[src/rtl/wb_port_arbiter.sv]
// rtl/wb_port_arbiter.sv - register-file write port arbiter between write-back and a queued MDU.
module wb_port_arbiter #(
  parameter int DEPTH    = 2,
  parameter int MAX_WAIT = 4,
  parameter int AW       = 5,
  parameter int DW       = 32
) (
  input  logic          clk,
  input  logic          rst,
  input  logic          we_wb,
  input  logic [AW-1:0] wa_wb,
  input  logic [DW-1:0] wd_wb,
  input  logic          mdu_valid,
  input  logic [AW-1:0] mdu_wa,
  input  logic [DW-1:0] mdu_wd,
  output logic          mdu_ready,
  input  logic [AW-1:0] ra1,
  input  logic [AW-1:0] ra2,
  output logic          pend_hit,
  output logic          stall_o,
  output logic          rf_we,
  output logic [AW-1:0] rf_wa,
  output logic [DW-1:0] rf_wd,
  output logic          err_o
);

  localparam int PW = (DEPTH > 1) ? $clog2(DEPTH) : 1;
  localparam int CW = PW + 1;
  localparam int SW = $clog2(MAX_WAIT + 1);

  logic [AW-1:0]    wa_mem [DEPTH];
  logic [DW-1:0]    wd_mem [DEPTH];
  logic [DEPTH-1:0] vld;
  logic [PW-1:0]    wr_ptr, rd_ptr;
  logic [CW-1:0]    count;
  logic [SW-1:0]    starve_cnt;

  logic p_req, empty, push, pop, starve_hit;

  assign p_req     = we_wb && (wa_wb != '0);
  assign empty     = (count == '0);
  assign mdu_ready = (count < CW'(DEPTH));
  // r0 results are acknowledged but never take a slot in the queue.
  assign push      = mdu_valid && mdu_ready && (mdu_wa != '0);
  assign pop       = !p_req && !empty;
  assign starve_hit = !stall_o && !empty && p_req && (starve_cnt == SW'(MAX_WAIT - 1));

  always_comb begin
    rf_we = 1'b0;
    rf_wa = '0;
    rf_wd = '0;
    if (rst) begin
      if (p_req) begin
        rf_we = 1'b1;
        rf_wa = wa_wb;
        rf_wd = wd_wb;
      end else if (!empty) begin
        rf_we = 1'b1;
        rf_wa = wa_mem[rd_ptr];
        rf_wd = wd_mem[rd_ptr];
      end
    end
  end

  always_comb begin
    pend_hit = 1'b0;
    for (int i = 0; i < DEPTH; i++) begin
      if (vld[i] && (((wa_mem[i] == ra1) && (ra1 != '0)) ||
                     ((wa_mem[i] == ra2) && (ra2 != '0))))
        pend_hit = 1'b1;
    end
  end

  // Payload storage needs no reset; the valid bits qualify every use.
  always_ff @(posedge clk) begin
    if (push) begin
      wa_mem[wr_ptr] <= mdu_wa;
      wd_mem[wr_ptr] <= mdu_wd;
    end
  end

  always_ff @(posedge clk or negedge rst) begin
    if (!rst) begin
      vld    <= '0;
      wr_ptr <= '0;
      rd_ptr <= '0;
      count  <= '0;
    end else begin
      if (pop) begin
        vld[rd_ptr] <= 1'b0;
        rd_ptr      <= rd_ptr + PW'(1);
      end
      if (push) begin
        vld[wr_ptr] <= 1'b1;
        wr_ptr      <= wr_ptr + PW'(1);
      end
      case ({push, pop})
        2'b10:   count <= count + CW'(1);
        2'b01:   count <= count - CW'(1);
        default: count <= count;
      endcase
    end
  end

  // Freeze lasts exactly one cycle; a write-back during it is a protocol breach.
  always_ff @(posedge clk or negedge rst) begin
    if (!rst) begin
      starve_cnt <= '0;
      stall_o    <= 1'b0;
      err_o      <= 1'b0;
    end else if (stall_o) begin
      stall_o    <= 1'b0;
      starve_cnt <= '0;
      if (p_req)
        err_o <= 1'b1;
    end else if (empty || pop) begin
      starve_cnt <= '0;
    end else if (starve_hit) begin
      stall_o    <= 1'b1;
      starve_cnt <= '0;
    end else begin
      starve_cnt <= starve_cnt + SW'(1);
    end
  end

endmodule

[config.mk]
export PLATFORM = sky130hd
export DESIGN_NAME = wb_port_arbiter
export DESIGN_NICKNAME = d
export VERILOG_FILES = /design/src/rtl/wb_port_arbiter.sv
export SDC_FILE = /design/constraint.sdc
export NUM_CORES = 1
export LEC_CHECK = 0
export BUFFER_PORTS_ARGS = -buffer_cell sky130_fd_sc_hd__buf_2
export CORE_ASPECT_RATIO = 1.2
export CORE_UTILIZATION = 51
export CTS_CLUSTER_SIZE = 24
export DETAILED_ROUTE_END_ITERATION = 6
export PLACE_DENSITY = 0.8
export SLEW_MARGIN = 25
export SYNTH_ARGS = -nofsm -noshare
export SYNTH_HDL_FRONTEND = slang
export SYNTH_SLANG_ARGS = --single-unit
[constraint.sdc]
create_clock -name clk -period 3.9 [get_ports clk]
set_clock_uncertainty 0.15 [all_clocks]
set_input_delay 0.195 -clock clk [delete_from_list [all_inputs] [get_ports clk]]
set_output_delay 0.195 -clock clk [all_outputs]
set_load 0.01 [all_outputs]
Word-level counts from Yosys, hierarchy flattened
Memory sizes are Yosys's and may differ from the RTL's. Index checks and enable logic that the tools add are counted.

Add/subtract/negate cells: 5. $lt $le $gt $ge: 5. Equal/unequal tests: 7. Mux-type cells: 26. Bitwise logic cells: 3. Reductions and logical operators: 28.

Operator list (count): 32-bit 2-to-1 mux (3); 5-bit equality test (4); 5-bit nonzero test (4); 1-bit logical AND (15); 5-bit 2-to-1 mux (3); 1-bit 2-to-1 mux (12); 3-bit 2-to-1 mux (3); 1-bit by 2-bit < comparator with 1-bit output, second input constant (2); 2-bit 2-to-1 mux (2); 2-bit one-hot mux with 2 select lines (1); 3-bit by 1-bit adder with 3-bit output, second input constant (1); 3-bit by 2-bit equality test with 1-bit output, second input constant (1); 1-bit logical NOT (3); 1-bit logical OR (3); 1-bit adder, second input constant (2); 2-bit by 1-bit adder with 2-bit output, second input constant (1); 2-bit AND (1); 1-bit demux with 1-bit select (2); 2-bit by 1-bit equality test with 1-bit output, second input constant (1); 2-bit equality test, second input constant (1); 1-bit greater-or-equal comparator, second input constant (2); 2-bit logical NOT (1); 2-bit < comparator, second input constant (1); 2-bit inverter (1); 4 further kinds (4).

Bits in registers: 11. Bits in writable memories: 74. Input bits: 88. Output and inout bits: 42. Logic and storage cells: 83. Memories kept: 2.

Memories: wd_mem (words 2, bits a word 32, read ports 1, clocked after Yosys merged registers in 0, wr ports 1, RTL line 32) `logic [DW-1:0] wd_mem [DEPTH];`; wa_mem (words 2, bits a word 5, read ports 3, clocked after Yosys merged registers in 0, wr ports 1, RTL line 31) `logic [AW-1:0] wa_mem [DEPTH];`.

Depth between registers and ports, before layout
Gate-level depths: netlist of the first run.

Word-level depth: 9. Gate-level depth with buffers: 8. Mapped depth without buffers: 7.

Worst setup path before layout of the first run
No wires, ideal clock.

Path kind: register to register. Start: reg count[1]. End: mem wa_mem[1][0] (enable). Setup time: 0.433 ns. Data arrival time: 2.341 ns. Required time: 3.317 ns. Path slack: 0.976 ns. Cell stages (with the launch flop): 4. Path buffers: 0. Clock period less this slack: 2.924 ns. Path through: dfrtp_1 inv_1 o211ai_1 nor2_1.

Word-level cells in the longest chain between the ends: 5.

RTL lines: start: declaration (RTL line 35) `logic [CW-1:0] count;`; start signal: assignment (RTL line 98) `2'b10: count <= count + CW'(1);`; start signal: assignment (RTL line 99) `2'b01: count <= count - CW'(1);`; start signal: assignment (RTL line 100) `default: count <= count;`; 2-bit < comparator (RTL line 42) `assign mdu_ready = (count < CW'(DEPTH));`; named net mdu_ready (RTL line 16) `output logic mdu_ready,`; 1-bit logical AND (2 in a row) (RTL line 44) `assign push = mdu_valid && mdu_ready && (mdu_wa != '0);`; 1-bit 2-to-1 mux (RTL line 76) `if (push) begin`; 1-bit 2-to-1 mux (not written as such) (RTL line 77) `wa_mem[wr_ptr] <= mdu_wa;`; end: declaration (RTL line 31).

The timed path passes the listed nets, and every way through them passes these cells.

Worst setup path in the final report of the first run
Start: reg rd_ptr. End: out rf_wd[12].

Word-level cells in the longest chain between the ends: 4.

RTL lines: start: declaration (RTL line 34) `logic [PW-1:0] wr_ptr, rd_ptr;`; start signal: assignment (RTL line 91) `rd_ptr <= rd_ptr + PW'(1);`; memory read 2 x 32 bit; 32-bit 2-to-1 mux (RTL line 57) `end else if (!empty) begin`; 32-bit 2-to-1 mux (RTL line 53) `if (p_req) begin`; 32-bit 2-to-1 mux (RTL line 52) `if (rst) begin`; end: declaration (RTL line 23) `output logic [DW-1:0] rf_wd,`.

Every way passes these cells.

==> results of run 1 <==
registers in the layout, indices dropped and copies added, names as in the netlist:
name,cells
starve_cnt,3
count,2
stall_o,1
err_o,1
vld,2
wd_mem,64
rd_ptr,1
wa_mem,10
wr_ptr,1
layer usage:
layer / vias to the layer above / part of all wire [%]
met1: 1478 / 38
met5: - / 0
met3: 16 / 4.3
li1: 1497 / -
met2: 96 / 55
met4: 0 / 2.2
worst reg2reg max path, delay by kind of cell, from the launching register on:
kind | cells | cell delay (ns)
AND/OR/NAND/NOR | 1 | 0.67
AO/OA/AOI/OAI | 1 | 0.30
buffers and inverters | 2 | 0.39
flip-flops | 1 | 0.43
report_power, final:
| part | switching (uW) | total, uW | leakage [uW] | internal (uW) |
|---|---|---|---|---|
| sequential | 164 | 1360 | 0.000816 | 1190 |
| combinational | 533 | 1000 | 0.00134 | 468 |
| clock | 304 | 665 | 0.000108 | 361 |
| total | 1000 | 3020 | 0.00226 | 2020 |
path summary, 6_finish.rpt:
path	endpoint	slack (ns)
worst max register to register	wd_mem[1][16]	1.66
worst min register to register	starve_cnt[0]	0.30
max in group asynchronous	rd_ptr	2.75
worst max-delay path	rf_wd[12]	1.10
min in group asynchronous	stall_o	0.32
worst min-delay path	wr_ptr	0.26
kinds of logic (layout without fill, tap and decap cells):
| kind of cell | Yosys count | count (layout) | synth area share (%) |
|---|---|---|---|
| simple gates | 100 | 100 | 16.0 |
| flops | 85 | 85 | 60.2 |
| compound gates | 46 | 46 | 6.07 |
| mux | 37 | 37 | 8.99 |
| xor+xnor | 25 | 25 | 5.28 |
| buf+inv | 23 | 190 | 2.87 |
| fa+ha+maj | 2 | 2 | 0.603 |
area by class of cell:
type / count / area, sq um / share of cell area [%]
clock inverter: 6 / 86.3 / 1.57
tap: 92 / 115 / 2.10
inverter: 2 / 7.51 / 0.137
clock buffer: 10 / 128 / 2.32
timing repair buffer: 172 / 1100 / 20.1
sequential: 85 / 2500 / 45.5
multi-input combinational: 210 / 1550 / 28.3
metrics by stage:
| step | hold WS [ns] | util, % | worst slack [ns] |
|---|---|---|---|
| after floorplan | -0.251 | - | 0.976 |
| final | 0.260 | 70.5 | 1.10 |
| after detailed placement | 0.136 | 62.8 | 1.22 |
| after global routing | 0.289 | 70.5 | 0.929 |
| after global placement | 0.123 | 62.1 | 1.27 |
| after CTS | 0.252 | 70.5 | 1.14 |
placed cells by master (no fill, tap or decap), drive strengths merged:
cell type / instances
xor2: 9
nor2b: 38
clkbuf: 10
and3: 2
nand3: 4
buf: 134
o21ai: 3
a22oi: 2
dfrtp: 11
nor4: 4
nor2: 8
xnor2: 16
or4: 4
mux2: 2
a21o: 2
o31a: 1
nor3b: 1
edfxtp: 74
o211ai: 1
a21oi: 35
inv: 3
clkinv: 3
nor3: 36
bufinv: 2
o31ai: 1
dlygate4sd3: 38
o21a: 1
ha: 2
nand2: 3
mux2i: 35
==> results.tsv, run 1 <==
metric	value	unit
layout overhead on the synthesized area	32.5	%
pin count of the biggest net entering global routing	50	
Clk pin slew, worst setup/hold paths	0.08	ns
Gates resized, CTS repair	0	
cells traversed along the worst timing path	buf_4 > mux2i_1 > nor3_2 > a21oi_1 > nor2b_1 > buf_2	
asr flop ratio synth	12.9	%
I/O pin cnt	130	
kind of start point of the critical path	register	
most numerous cell in the Yosys netlist	sky130_fd_sc_hd__edfxtp_1	
final setup violating endpoints	0	
launch point of the worst hold path	mdu_valid	
portion of the post-synthesis area used by sequential elements	60.2	%
classification of the worst setup path	reg -> out	
Vias	3087	
total clock sinks	85	
root cell of the clock tree	sky130_fd_sc_hd__clkbuf_8	
number of optimization iterations in the first detailed-route pass	7	
highest fanout seen on the critical path	32	
maximum vdd drop	389	uV
critical path's slowest cell	sky130_fd_sc_hd__dfrtp_2	
detailed-route DRC error count	5	
estimated wirelength of the detail-placed design	5950	um
Via-to-Cell Ratio	5.35	
number of setup buffers added after CTS	0	
Final Cycle Share	71.9	%
yosys warns	0	
outcome	complete, but fails checks	
reg2reg path depth	4	
post-cts hold buffer count	38	
total die area	0.00850	sq mm
tightest slew margin relative to the limit	37.9	%
list of most frequent post-synthesis cells	74 x sky130_fd_sc_hd__edfxtp_1, 38 x sky130_fd_sc_hd__nor2b_1, 35 x sky130_fd_sc_hd__a21oi_1, 35 x sky130_fd_sc_hd__mux2i_1, 20 x sky130_fd_sc_hd__nor3_2	
worst skew pair latency	0.34	ns
leading post-synthesis cells by cell area	sky130_fd_sc_hd__edfxtp_1 54%, sky130_fd_sc_hd__mux2i_1 8.4%, sky130_fd_sc_hd__dfrtp_1 6.6%, sky130_fd_sc_hd__nor2b_1 5.7%, sky130_fd_sc_hd__nor3_2 4.8%	
biggest cell delay along the critical path	0.98	ns
Net count, final	570	
Overflow after GRT	0	
fraction of layout instances using a drive strength above 1	36.3	%
Filler Cells Inserted	572	
reported leakage power	0.00226	uW
post-placement cell count	523	
library cell with the largest summed area after synthesis	sky130_fd_sc_hd__edfxtp_1	
remaining number of nets flagged by the antenna check after routing	0	
Hold WC Path Type	in -> reg	
met3 track utilization from global routing	4.10	%
CP top delay family	flip-flops	
CTS tree	done	
floorplan row count	35	
total buffers and inverters traversed by the critical path	2	
Chip Width	84.3	um
filler-free cell count of the finished design	577	
Std-Cell Core Area	0.00779	sq mm
Netlist cell types	31	
final cell area excluding filler cells	0.00549	sq mm
portion of synthesized cell area occupied by the leading cell type	53.6	%
slew at the pin closest to its max-slew limit	0.931	ns
GRT Resource Usage Total	22.1	%
Synth Area per Inst	13.0	sq um
most utilized layer in the global route result	met2	
Worst Setup SP	rd_ptr	
cells after synthesis	318	
net count of the mapped netlist	408	
most instantiated flip-flop cell in the synthesis netlist	sky130_fd_sc_hd__edfxtp_1	
H-tree level count	3	
number of buffers created by CTS	9	
synthesis-stage register bit count	85	
initial core utilization	53.2	%
via count of the first global-routing pass	3111	
Post-Route Setup TNS	0	ns
post-route minimum period	2.80	ns
power density cells	550	mW/mm^2
routed length per instance	16.0	um
Post-synth EDFFs	74	
worst reg2reg path startpoint	count[1]	
global-route track usage on met2	40.7	%
count of cell instances traversed by the critical path	6	
antenna violations before repair	0	
post-place instance area	0.00490	sq mm
initial drt markers	100	
failing checks	design-rule violations	
GPL Wtd Cong	0.842	
cell area after technology mapping	0.00415	sq mm
global routing met1 resource utilization	24.4	%
RSZ-0062 raised after global routing	false	
kind of end point of the critical path	output pin	
data arrival time of the critical path	2.46	ns
required time at the worst-slack endpoint	3.56	ns
count of antenna diodes in the layout	0	
fmax	0.357	GHz
chip height	101	um
IO Port Bufs	129	
hold violation count in the final report	0	
power consumption	3020	uW
wire length of the first global-routing pass	14300	um
count of final max-slew check failures	0	
number of max-cap violations	0	
cell count of the worst hold path	3	
Max Buffers Root-to-Sink	2	
WL final	9220	um
No activity file was read; power rests on OpenSTA's default activity.
==> inputs of run 2 (changes only) <==
==> constraint.sdc (replaced) <==
create_clock -name clk -period 2.6 [get_ports clk]
set_clock_uncertainty 0.15 [all_clocks]
set_input_delay 0.13 -clock clk [delete_from_list [all_inputs] [get_ports clk]]
set_output_delay 0.13 -clock clk [all_outputs]
set_load 0.01 [all_outputs]
==> run 2 against run 1 <==
  * The flow still finishes with violations (design-rule violations)
  * Largest cell class unchanged
  * Clock power is 33% higher
  * Count of clock-buffer cells in the layout stayed put
  * Critical endpoint is now wd_mem[1][12]
  * Hold slack worse by 0.0091 ns
==> results.tsv, run 2 (same netlist as run 1, synthesis figures left out) <==
metric	value	unit	change
outcome	complete, but fails checks		unchanged
failing checks	design-rule violations		unchanged
Vias	3199		was 3087
slew at the pin closest to its max-slew limit	0.770	ns	was 0.931 ns
Clk pin slew, worst setup/hold paths	0.09	ns	was 0.08 ns
chip height	101	um	unchanged
initial core utilization	53.2	%	unchanged
Post-Route Setup TNS	0	ns	unchanged
Net count, final	576		was 570
detailed-route DRC error count	5		unchanged
Hold WC Path Type	in -> async		was in -> reg
power density cells	809	mW/mm^2	was 550 mW/mm^2
commonest cells after routing, fill and taps aside	129 x sky130_fd_sc_hd__buf_2, 74 x sky130_fd_sc_hd__edfxtp_1, 38 x sky130_fd_sc_hd__nor2b_1, 38 x sky130_fd_sc_hd__dlygate4sd3_1		unchanged
classification of the worst setup path	in -> reg		was reg -> out
pin count of the biggest net entering global routing	50		unchanged
count of final max-slew check failures	0		unchanged
count of antenna diodes in the layout	0		unchanged
reported leakage power	0.00228	uW	was 0.00226 uW
Std-Cell Core Area	0.00779	sq mm	unchanged
wire length of the first global-routing pass	14800	um	was 14300 um
Worst Setup SP	mdu_wa[0]		was rd_ptr
worst hold slack	0.251	ns	was 0.260 ns
post-placement cell count	528		was 523
total buffers and inverters traversed by the critical path	4		was 2
layout overhead on the synthesized area	33.3	%	was 32.5%
IO Port Bufs	129		unchanged
total area of multi-input combinational cells	0.00155	sq mm	unchanged
remaining number of nets flagged by the antenna check after routing	0		unchanged
CP top delay family	buffers and inverters		was flip-flops
H-tree level count	3		unchanged
Filler Cells Inserted	538		was 572
floorplan row count	35		unchanged
maximum vdd drop	501	uV	was 389 uV
setup slack on the worst flop-to-flop path	0.52	ns	was 1.66 ns
tightest slew margin relative to the limit	48.7	%	was 37.9%
Chip Width	84.3	um	unchanged
highest fanout seen on the critical path	16		was 32
largest registers ranked by flip-flop count	wd_mem: 64 flops, wa_mem: 10 flops, starve_cnt: 3 flops		unchanged
most frequent standard cell in the layout excluding fill and tap cells	sky130_fd_sc_hd__buf_2		unchanged
final setup violating endpoints	0		unchanged
data arrival time of the critical path	2.49	ns	was 2.46 ns
root cell of the clock tree	sky130_fd_sc_hd__clkbuf_8		unchanged
worst skew pair latency	0.34	ns	about the same
number of max-cap violations	0		unchanged
filler-free cell count of the finished design	583		was 577
post-route minimum period	2.54	ns	
fmax	0.394	GHz	
GRT Resource Usage Total	22.9	%	was 22.1%
total die area	0.00850	sq mm	unchanged
cells traversed along the worst timing path	dlygate4sd3_1 > buf_2 > or4_1 > o211ai_1 > nor2_4 > buf_8 > buf_16		was buf_4 > mux2i_1 > nor3_2 > a21oi_1 > nor2b_1 > buf_2
WL final	9450	um	was 9220 um
I/O pin cnt	130		unchanged
number of optimization iterations in the first detailed-route pass	7		unchanged
biggest cell delay along the critical path	0.56	ns	was 0.98 ns
Via-to-Cell Ratio	5.49		was 5.35
number of buffers created by CTS	9		unchanged
GPL Wtd Cong	0.880		was 0.842
total clock sinks	85		unchanged
kind of end point of the critical path	register		was output pin
Max Buffers Root-to-Sink	2		unchanged
hold violation count in the final report	0		unchanged
kind of start point of the critical path	primary input		was register
RSZ-0062 raised after global routing	false		unchanged
estimated wirelength of the detail-placed design	6200	um	was 5950 um
Final Cycle Share	97.7	%	
initial drt markers	149		was 100
antenna violations before repair	0		unchanged
register bank with the most flops	wd_mem		unchanged
CTS tree	done		unchanged
Largest register FFs	64		unchanged
fraction of layout instances using a drive strength above 1	36.9	%	was 36.3%
routed length per instance	16.2	um	was 16.0 um
Reg area	0.00250	sq mm	unchanged
critical path's slowest cell	sky130_fd_sc_hd__or4_1		was sky130_fd_sc_hd__dfrtp_2
Overflow after GRT	0		unchanged
required time at the worst-slack endpoint	2.55	ns	was 3.56 ns
via count of the first global-routing pass	3170		was 3111
worst reg2reg path startpoint	count[1]		unchanged
run 2: final cells by class:
type	instances	share of cell area, %
clock buffer	10	2.31
clock inverter	6	1.13
inverter	2	0.136
multi-input combinational	210	28.1
sequential	85	45.2
tap	92	2.08
timing repair buffer	178	21.0
run 2: final timing paths:
kind,end,cells past startpoint
worst min register to register,starve_cnt[0],1
min in group clk,wr_ptr,4
max in group asynchronous,rd_ptr,2
worst max register to register,wd_mem[1][12],5
worst max-delay path,wd_mem[1][12],7
worst min-delay path,stall_o,2
run 2: worst reg2reg max path, delay by kind of cell (launching register included):
kind	cells	cell delay, ns
flops	1	0.42
simple gates	1	0.43
compound gates	1	0.26
buf+inv	3	0.54
run 2: layer usage:
metal | global-route usage (%) | share of wire [%]
met1 | 24.9 | 39
met2 | 44.3 | 56
met3 | 4.34 | 4.2
met4 | 7.96 | 1.6
met5 | 0 | 0
run 2: where the power goes:
group | switching, uW | internal (uW) | leakage, uW
Clock | 443 | 443 | 0.0000920
Sequential | 180 | 1790 | 0.000816
Combinational | 881 | 736 | 0.00137
Total | 1500 | 2970 | 0.00228
run 2: repair_timing:
item,in CTS,in global routing
buffers inserted,0,1
hold endpoints to repair,85,0
hold buffers,38,0
setup endpoints to repair,0,16
resized for setup,0,0
run 2: metrics by stage:
stage | total power [uW] | instance area (sq um) | util, % | setup WS, ns
final | 4470 | 5530 | 70.9 | 0.0598
after global placement | 3470 | 4910 | 62.9 | 0.343
after CTS | 4490 | 5520 | 70.8 | 0.0305
after floorplan | 3010 | 4150 | - | 0.275
after global routing | 4710 | 5530 | 70.9 | 0.0333
after detailed placement | 3560 | 4950 | 63.5 | 0.225
==> inputs of run 3 (changes only) <==
==> constraint.sdc (replaced) <==
create_clock -name clk -period 2.6 [get_ports clk]
set_clock_uncertainty 0.15 [all_clocks]
set_input_delay 0.13 -clock clk [delete_from_list [all_inputs] [get_ports clk]]
set_output_delay 0.13 -clock clk [all_outputs]
set_load 0.05 [all_outputs]
==> run 3 against run 2 <==
  * The flow still finishes with violations (design-rule violations)
  * Global-route usage grew 0.062 points
  * Critical path depth is the same
  * Clock power grew 24%
  * Core utilization grew 0.48 points
  * Register-to-register slack is essentially flat
  * Non-clock buffer count shrank 4
  * Sequential cell count is the same
  * Wire length grew 0.45%
  * Largest cell class unchanged
  * Largest power group is now combinational logic
==> results.tsv, run 3 (same netlist as run 1, synthesis figures left out) <==
metric	value	unit	change
GRT Resource Usage Total	22.9	%	about the same
routed wire length on met2	5120	um	was 5250 um
Vias	3176		was 3199
IO Port Bufs	129		unchanged
classification of the worst setup path	in -> reg		unchanged
initial drt markers	172		was 149
Post-Route Setup TNS	0	ns	unchanged
commonest cells after routing, fill and taps aside	129 x sky130_fd_sc_hd__buf_2, 74 x sky130_fd_sc_hd__edfxtp_1, 38 x sky130_fd_sc_hd__nor2b_1, 38 x sky130_fd_sc_hd__dlygate4sd3_1		unchanged
detailed-route DRC error count	6		was 5
filler-free cell count of the finished design	579		was 583
Final WS setup	0.0899	ns	was 0.0598 ns
antenna violations before repair	0		unchanged
total buffers and inverters traversed by the critical path	3		was 4
biggest cell delay along the critical path	0.58	ns	was 0.56 ns
worst skew pair latency	0.35	ns	was 0.34 ns
estimated wirelength of the detail-placed design	6120	um	was 6200 um
setup slack on the worst flop-to-flop path	0.53	ns	was 0.52 ns
failing checks	design-rule violations		unchanged
fraction of layout instances using a drive strength above 1	36.6	%	was 36.9%
total clock sinks	85		unchanged
layout overhead on the synthesized area	34.2	%	was 33.3%
total die area	0.00850	sq mm	unchanged
outcome	complete, but fails checks		unchanged
final setup violating endpoints	0		unchanged
worst hold slack	0.172	ns	was 0.251 ns
post-placement cell count	525		was 528
wire length of the first global-routing pass	14700	um	was 14800 um
number of max-cap violations	0		unchanged
sequential share of power	38.8	%	was 44.0%
count of final max-slew check failures	0		unchanged
via count of the first global-routing pass	3090		was 3170
CTS tree	done		unchanged
pin count of the biggest net entering global routing	50		unchanged
highest fanout seen on the critical path	23		was 16
I/O pin cnt	130		unchanged
number of optimization iterations in the first detailed-route pass	7		unchanged
WL final	9500	um	was 9450 um
number of buffers created by CTS	9		unchanged
switching part of the total	36.7	%	was 33.6%
slew at the pin closest to its max-slew limit	0.753	ns	was 0.770 ns
register bank with the most flops	wd_mem		unchanged
reported leakage power	0.00230	uW	was 0.00228 uW
chip height	101	um	unchanged
most frequent standard cell in the layout excluding fill and tap cells	sky130_fd_sc_hd__buf_2		unchanged
hold violation count in the final report	0		unchanged
reg2reg path depth	4		was 5
Net count, final	572		was 576
critical path's slowest cell	sky130_fd_sc_hd__o211ai_1		was sky130_fd_sc_hd__or4_1
tightest slew margin relative to the limit	49.8	%	was 48.7%
post-route minimum period	2.51	ns	was 2.54 ns
internal cell power	3180	uW	was 2970 uW
top routing layer used	met4		unchanged
kind of end point of the critical path	register		unchanged
RSZ-0062 raised after global routing	false		unchanged
combinational power share	39.4	%	was 36.2%
Final Cycle Share	96.5	%	was 97.7%
post-place instance area	0.00494	sq mm	was 0.00495 sq mm
remaining number of nets flagged by the antenna check after routing	0		unchanged
count of cell instances traversed by the critical path	7		unchanged
GPL Wtd Cong	0.860		was 0.880
cell count of the worst hold path	3		
count of antenna diodes in the layout	0		unchanged
Filler Cells Inserted	532		was 538
Std-Cell Core Area	0.00779	sq mm	unchanged
power share of the clock group	21.8	%	was 19.8%
CP top delay family	buffers and inverters		unchanged
H-tree level count	3		unchanged
cells traversed along the worst timing path	dlygate4sd3_1 > buf_2 > or4_1 > o211ai_1 > nor2_4 > buf_16 > a21o_1		was dlygate4sd3_1 > buf_2 > or4_1 > o211ai_1 > nor2_4 > buf_8 > buf_16
Via-to-Cell Ratio	5.49		about the same
Max Buffers Root-to-Sink	2		unchanged
Clk pin slew, worst setup/hold paths	0.08	ns	was 0.09 ns
final cell area excluding filler cells	0.00556	sq mm	was 0.00553 sq mm
Chip Width	84.3	um	unchanged
detailed route wirelength on metal3	508	um	was 398 um
number of setup buffers added after CTS	0		unchanged
fmax	0.398	GHz	was 0.394 GHz
switching power	1840	uW	was 1500 uW
floorplan row count	35		unchanged
data arrival time of the critical path	2.59	ns	was 2.49 ns
routed length per instance	16.4	um	was 16.2 um
root cell of the clock tree	sky130_fd_sc_hd__clkbuf_8		unchanged
Largest register FFs	64		unchanged
power density cells	903	mW/mm^2	was 809 mW/mm^2
required time at the worst-slack endpoint	2.68	ns	was 2.55 ns
maximum vdd drop	891	uV	was 501 uV
kind of start point of the critical path	primary input		unchanged
Overflow after GRT	0		unchanged
met1 layer wirelength in the final routing	3600	um	was 3650 um
setup slack at placement	0.268	ns	was 0.225 ns
largest registers ranked by flip-flop count	wd_mem: 64 flops, wa_mem: 10 flops, starve_cnt: 3 flops		unchanged
Hold WC Path Type	in -> reg		was in -> async
initial core utilization	53.2	%	unchanged
run 3: cell count changes in the layout (fill, tap and decap cells not counted), moves of 2 or more:
cell,previous run,this run
sky130_fd_sc_hd__bufinv_16,1,3
sky130_fd_sc_hd__clkinv_1,2,0
sky130_fd_sc_hd__buf_4,7,2
sky130_fd_sc_hd__buf_12,2,4
run 3: worst register-to-register path, stage by stage (launching register included):
cell and delay (ns):
sky130_fd_sc_hd__dfrtp_1 0.43, sky130_fd_sc_hd__inv_1 0.13, sky130_fd_sc_hd__o211ai_1 0.29, sky130_fd_sc_hd__nor2_4 0.54, sky130_fd_sc_hd__buf_16 0.25
run 3: what timing repair did:
item	4_1_cts	5_1_grt
hold buffers	38	0
resized for setup	0	0
endpoints found under the hold margin	85	0
run 3: routing by layer:
metal	vias to the layer above	GRT usage, %
met3	22	3.52
met5	-	0
met2	126	41.6
li1	1493	-
met4	0	12.1
met1	1535	26.4
run 3: per-stage QoR:
stage / power [uW] / utilization (%)
5_1_grt: 5260 / 71.4
3_5_place_dp: 3900 / 63.4
2_1_floorplan: 3360 / -
6_report: 5030 / 71.4
4_1_cts: 5030 / 71.4
3_3_place_gp: 3830 / 63.1
run 3: final cells by class:
class | count | area (sq um) | area share (%)
sequential | 85 | 2500 | 44.9
multi-input combinational | 210 | 1550 | 27.9
timing repair buffer | 174 | 1150 | 20.6
clock buffer | 12 | 145 | 2.61
tap | 92 | 115 | 2.07
clock inverter | 4 | 95.1 | 1.71
inverter | 2 | 7.51 | 0.135
run 3: final timing paths:
kind	start	endpoint
max in group asynchronous	rst	rd_ptr
min in group asynchronous	rst	err_o
hold / removal	mdu_valid	wr_ptr
setup / recovery	mdu_wa[0]	vld[1]
hold reg to reg	starve_cnt[0]	starve_cnt[0]
setup reg to reg	count[1]	wd_mem[1][31]
run 3: power by group through the flow:
| stage | combinational [uW] | clock (uW) | sequential, uW |
|---|---|---|---|
| 2_1_floorplan | 1430 | 0 | 1940 |
| 3_3_place_gp | 1860 | 0 | 1960 |
| 4_1_cts | 1980 | 1110 | 1950 |
| 5_1_grt | 2120 | 1160 | 1970 |
| 3_5_place_dp | 1930 | 0 | 1970 |
| 6_report | 1980 | 1100 | 1950 |
